$ cat src/rtl/updown_cmd_if.sv
// Button-side and counter-side signals of the up/down command front end.
// The master drives the buttons and load value; the slave issues commands.
interface updown_cmd_if #(
  parameter int W = 4
);
  logic         btn_up;
  logic         btn_down;
  logic         btn_load;
  logic [W-1:0] ld_val;
  logic         en;
  logic         up;
  logic         down;
  logic [W-1:0] ld;
  logic         busy;

  modport master (
    output btn_up, btn_down, btn_load, ld_val,
    input  en, up, down, ld, busy
  );

  modport slave (
    input  btn_up, btn_down, btn_load, ld_val,
    output en, up, down, ld, busy
  );
endinterface

$ cat src/rtl/updown_cmd_ctrl.sv
// Push-button front end: sync, debounce, edge detect and auto-repeat,
// then one prioritised, one-cycle command per clock to the counter.
module updown_cmd_ctrl #(
  parameter int W          = 4,
  parameter int DB_CYCLES  = 4,
  parameter int RPT_CYCLES = 16
) (
  input logic        clk,
  input logic        rst,
  updown_cmd_if.slave bus
);
  localparam int DW = $clog2(DB_CYCLES);
  localparam int RW = (RPT_CYCLES > 1) ? $clog2(RPT_CYCLES) : 1;

  // Button index: 0 = load, 1 = up, 2 = down
  logic [2:0]    raw;
  logic [2:0]    s1;
  logic [2:0]    s;
  logic [2:0]    db;
  logic [2:0]    dbq;
  logic [2:0]    rise;
  logic [2:0]    rpt;
  logic [2:0]    pend;
  logic [2:0]    iss;
  logic [DW-1:0] dc [3];
  logic [RW-1:0] rc [2];
  logic [W-1:0]  shadow;
  logic [W-1:0]  ld_r;
  logic          en_r;
  logic          up_r;
  logic          dn_r;

  assign raw  = {bus.btn_down, bus.btn_up, bus.btn_load};
  assign rise = db & ~dbq;

  always_ff @(posedge clk) begin
    if (rst) begin
      s1  <= '0;
      s   <= '0;
      db  <= '0;
      dbq <= '0;
      for (int i = 0; i < 3; i++) dc[i] <= '0;
    end else begin
      s1  <= raw;
      s   <= s1;
      dbq <= db;
      for (int i = 0; i < 3; i++) begin
        if (s[i] == db[i]) begin
          dc[i] <= '0;
        end else if (dc[i] == DW'(DB_CYCLES - 1)) begin
          db[i] <= s[i];
          dc[i] <= '0;
        end else begin
          dc[i] <= dc[i] + 1'b1;
        end
      end
    end
  end

  // Repeat counters restart on the press edge and after each repeat
  always_ff @(posedge clk) begin
    if (rst) begin
      for (int j = 0; j < 2; j++) rc[j] <= '0;
    end else begin
      for (int j = 0; j < 2; j++) begin
        if (!db[j+1] || rise[j+1]) begin
          rc[j] <= '0;
        end else if (rc[j] == RW'(RPT_CYCLES - 1)) begin
          rc[j] <= '0;
        end else begin
          rc[j] <= rc[j] + 1'b1;
        end
      end
    end
  end

  always_comb begin
    rpt = '0;
    for (int j = 0; j < 2; j++) begin
      rpt[j+1] = (RPT_CYCLES > 0) && db[j+1] && !rise[j+1]
               && (rc[j] == RW'(RPT_CYCLES - 1));
    end
  end

  always_comb begin
    iss = '0;
    priority case (1'b1)
      pend[0]: iss = 3'b001;
      pend[1]: iss = 3'b010;
      pend[2]: iss = 3'b100;
      default: iss = '0;
    endcase
  end

  always_ff @(posedge clk) begin
    if (rst) begin
      pend   <= '0;
      shadow <= '0;
      ld_r   <= '0;
      en_r   <= 1'b0;
      up_r   <= 1'b0;
      dn_r   <= 1'b0;
    end else begin
      pend <= (pend & ~iss) | rise | rpt;
      en_r <= iss[0];
      up_r <= iss[1];
      dn_r <= iss[2];
      if (rise[0]) shadow <= bus.ld_val;
      if (iss[0])  ld_r   <= shadow;
    end
  end

  assign bus.en   = en_r;
  assign bus.up   = up_r;
  assign bus.down = dn_r;
  assign bus.ld   = ld_r;
  assign bus.busy = |pend;
endmodule

$ cat src/flat_wrapper.sv
// flat-port wrapper written by rule: the top's interface ports become plain ports
module updown_cmd_ctrl_flat 
#(
  parameter int W          = 4,
  parameter int DB_CYCLES  = 4,
  parameter int RPT_CYCLES = 16
)
  (clk, rst, bus_btn_up, bus_btn_down, bus_btn_load, bus_ld_val, bus_en, bus_up, bus_down, bus_ld, bus_busy);
  updown_cmd_if #(.W(W)) bus_i ();
  input logic clk;
  input logic rst;
  input wire logic [$bits(bus_i.btn_up)-1:0] bus_btn_up;
  input wire logic [$bits(bus_i.btn_down)-1:0] bus_btn_down;
  input wire logic [$bits(bus_i.btn_load)-1:0] bus_btn_load;
  input wire logic [$bits(bus_i.ld_val)-1:0] bus_ld_val;
  output wire logic [$bits(bus_i.en)-1:0] bus_en;
  output wire logic [$bits(bus_i.up)-1:0] bus_up;
  output wire logic [$bits(bus_i.down)-1:0] bus_down;
  output wire logic [$bits(bus_i.ld)-1:0] bus_ld;
  output wire logic [$bits(bus_i.busy)-1:0] bus_busy;
  assign bus_i.btn_up = bus_btn_up;
  assign bus_i.btn_down = bus_btn_down;
  assign bus_i.btn_load = bus_btn_load;
  assign bus_i.ld_val = bus_ld_val;
  assign bus_en = bus_i.en;
  assign bus_up = bus_i.up;
  assign bus_down = bus_i.down;
  assign bus_ld = bus_i.ld;
  assign bus_busy = bus_i.busy;
  updown_cmd_ctrl #(.W(W), .DB_CYCLES(DB_CYCLES), .RPT_CYCLES(RPT_CYCLES)) u_core (.clk(clk), .rst(rst), .bus(bus_i));
endmodule
$ cat config.mk
export PLATFORM = sky130hd
export DESIGN_NAME = updown_cmd_ctrl_flat
export DESIGN_NICKNAME = d
export VERILOG_FILES = /design/src/rtl/updown_cmd_if.sv /design/src/rtl/updown_cmd_ctrl.sv /design/src/flat_wrapper.sv
export SDC_FILE = /design/constraint.sdc
export NUM_CORES = 1
export LEC_CHECK = 0
export BUFFER_PORTS_ARGS = -buffer_cell sky130_fd_sc_hd__buf_2
export CAP_MARGIN = 20
export CORE_ASPECT_RATIO = 0.6
export CORE_UTILIZATION = 55
export CTS_CLUSTER_DIAMETER = 80
export DETAILED_ROUTE_END_ITERATION = 6
export PLACE_DENSITY = 0.87
export SLEW_MARGIN = 30
export SYNTH_ARGS = -nofsm -noshare
export SYNTH_HDL_FRONTEND = slang
export SYNTH_SLANG_ARGS = --single-unit
$ cat constraint.sdc
create_clock -name clk -period 3 [get_ports clk]
set_input_delay 0.6 -clock clk [delete_from_list [all_inputs] [get_ports clk]]
set_output_delay 0.6 -clock clk [all_outputs]
set_load 0.02 [all_outputs]
==> flow_metrics.env <==
export IMPL_grt_max_degree=28
export IMPL_hold_class="reg -> reg"
export IMPL_place_hpwl_um=1700
export IMPL_areaGrowthSynthToFinish_pct=15.5
export IMPL_cts_sinks=40
export IMPL_dpl_cell_area_sq_um=1650
export IMPL_regArea_sq_um=941
export IMPL_core_area_sq_um=2540
export IMPL_rsz0062_at_grt="false"
export IMPL_relSlewSlack=0.649
export IMPL_syn_instance_count=130
export IMPL_crit_end="bus_busy"
export IMPL_hold_slack_ns=0.427
export IMPL_synthXorXnorAreaFrac=0.0409
export IMPL_final_area_sq_um=1730
export IMPL_grt_antenna_before_repair=0
export IMPL_ys_seq_area_frac=0.628
export IMPL_clk_pin_slew_ns=0.07
export IMPL_crit_fanout=10
export IMPL_num_rows=14
export IMPL_hold_viol=0
export IMPL_start_util=0.590
export IMPL_synth_compound_area_frac=0.0142
export IMPL_fin_nets=176
export IMPL_r2r_end="u_core.shadow[1]"
export IMPL_skew_ns=0.00498
export IMPL_synth_main_ff_cell="dfxtp_1"
export IMPL_cts_tree="done"
export IMPL_synth_top_family_by_area="simple AND/OR/NAND/NOR gates"
export IMPL_synth_simple_gate_area_frac=0.173
export IMPL_crit_type="reg -> out"
export IMPL_fillers=186
export IMPL_avgSynthCellArea_sq_um=11.5
export IMPL_synth_area_leaders="dfxtp_1, edfxtp_1, mux2i_1"
export IMPL_vias=926
export IMPL_pre_cts_ws_ns=1.37
export IMPL_synth_edf_count=14
export IMPL_yosys_register_bits=40
export IMPL_holdBufCountCts=0
export IMPL_grt_pass1_wl_um=3730
export IMPL_p_leak_uw=0.000713
export IMPL_die_width_um=69.4
export IMPL_post_drt_wl_per_cell_um=11.4
export IMPL_worst_slew_pin_slew_ns=0.526
export IMPL_synth_fa_ha_area_frac=0.0417
export IMPL_gp_congestion=0.761
export IMPL_endpoint_kind="output pin"
export IMPL_drv_cap=0
export IMPL_yosys_warnings=0
export IMPL_wl_um=2230
export IMPL_clk_path_buf_depth=2
export IMPL_die_h_um=42.4
export IMPL_synthMuxAreaShare=0.0735
export IMPL_grt_ovfl_total=0
export IMPL_timing_rr_start="u_core.db[0]"
export IMPL_grt_pass1_vias=890
export IMPL_max_stage_delay_ns=0.44
export IMPL_cp_arrival_ns=1.30
export IMPL_drt_vias_per_instance=4.75
export IMPL_setup_ws_ns=1.10
export IMPL_cts_resized=0
export IMPL_synth_largest_area_cell="dfxtp_1"
export IMPL_cp_start_kind="flop"
export IMPL_slew_viol_final=0
export IMPL_die_area_sq_um=2950
export IMPL_post_cts_buffers=0
export IMPL_multiInputGateArea_sq_um=567
export IMPL_numCtsBuffers=5
export IMPL_diodes=0
export IMPL_insertion_delay_ns=0.28
export IMPL_portBuffers=16
export IMPL_crit_start="u_core.pend[0]"
export IMPL_drtAntennaViolNets=0
export IMPL_ctsHtreeMaxLevel=2
export IMPL_drtIter0Drc=41
export IMPL_drc_errors=0
export IMPL_finalSetupViolCount=0
export IMPL_synth_top_cell_area_share=0.347
export IMPL_irDropWorstVdd_mv=0.307
export IMPL_async_reset_ff_frac=0
export IMPL_setup_tns_ns=0
export IMPL_synth_distinct_cells=24
export IMPL_status="complete, no violations"
export IMPL_drive_above_1_share=0.141
export IMPL_crit_required_ns=2.40
export IMPL_clockRootBuffer="clkbuf_8"
export IMPL_io_pins=17
export IMPL_track_usage=0.174
export IMPL_crit_chain="or3_1 > buf_2"
export IMPL_r2r_slack_ns=1.71
export IMPL_syn_area_sq_um=1500
export IMPL_critPathSlowestCell="dfxtp_1"
export IMPL_r2r_cells=3
export IMPL_p_total_uw=942
export IMPL_min_period_ns=1.90
export IMPL_clock_fmax_ghz=0.526
export IMPL_post_route_period_util=0.634
export IMPL_mostFrequentLayoutCells="nor2_1, dfxtp_1, buf_2"
export IMPL_drt_pass1_iterations=6
export IMPL_powerDensity_nw_per_um2=544
==> power by group <==
| part | internal (uW) | total (uW) | switching [uW] |
|---|---|---|---|
| Clock | 163 | 328 | 165 |
| Sequential | 573 | 581 | 7.81 |
| Combinational | 15.1 | 33.1 | 18.1 |
==> per-layer routing <==
metal / GRT usage / vias to the layer above / share of wire
li1: - / 479 / -
met1: 0.197 / 424 / 0.47
met2: 0.291 / 17 / 0.47
met3: 0.0529 / 6 / 0.043
met4: 0.110 / 0 / 0.018
met5: 0 / - / 0
==> logic make-up after synthesis <==
family / count (synthesis)
other cells: 1
xor+xnor: 7
buf+inv: 10
mux: 11
compound gates: 3
simple gates: 53
flops: 40
fa+ha+maj: 5
==> cells in the mapped netlist (all sizes together), types with 2 or more instances <==
library cell,instances
ha,5
nor2b,12
edfxtp,14
clkbuf,3
nor2,26
xnor2,5
xor2,2
or3,4
dfxtp,26
mux2i,11
inv,6
nand3,6
==> flip-flops by register name (all words and copies together) (netlist names) <==
name             flops
u_core.db            3
u_core.pend          3
u_core.shadow        4
u_core.s1            3
u_core.dbq           3
u_core.s             3
u_core.bus.down      1
u_core.rc            8
u_core.bus.up        1
u_core.bus.ld        4
u_core.bus.en        1
u_core.dc            6
==> worst min-delay path by stage <==
stage | start | endpoint | cells past startpoint
after floorplan | u_core.dbq[0] | u_core.pend[0] | 1
after global placement | u_core.dbq[0] | u_core.pend[0] | 1
after detailed placement | u_core.dbq[0] | u_core.pend[0] | 1
after CTS | u_core.dbq[0] | u_core.pend[0] | 1
after global routing | u_core.dbq[0] | u_core.pend[0] | 1
final | u_core.dbq[0] | u_core.pend[0] | 1
==> critical path: cells and delay by family (launching register included) <==
family | cells | cell delay (ns)
DFF | 1 | 0.44
and+or+nand+nor | 1 | 0.41
buffers and inverters | 1 | 0.17
==> per-stage QoR <==
stage                      util  instances
after floorplan               -        143
after global placement    0.650        187
after detailed placement  0.650        187
after CTS                 0.682        195
after global routing      0.682        195
final                     0.682        195
==> final cells by class <==
cell class / instances / share of cell area
Sequential cell: 40 / 0.543
Multi-Input combinational cell: 93 / 0.327
Timing Repair Buffer: 16 / 0.0462
Clock buffer: 7 / 0.0441
Tap cell: 32 / 0.0231
Inverter: 6 / 0.0130
Clock inverter: 1 / 0.00289
(Power assumes the default switching activity.)
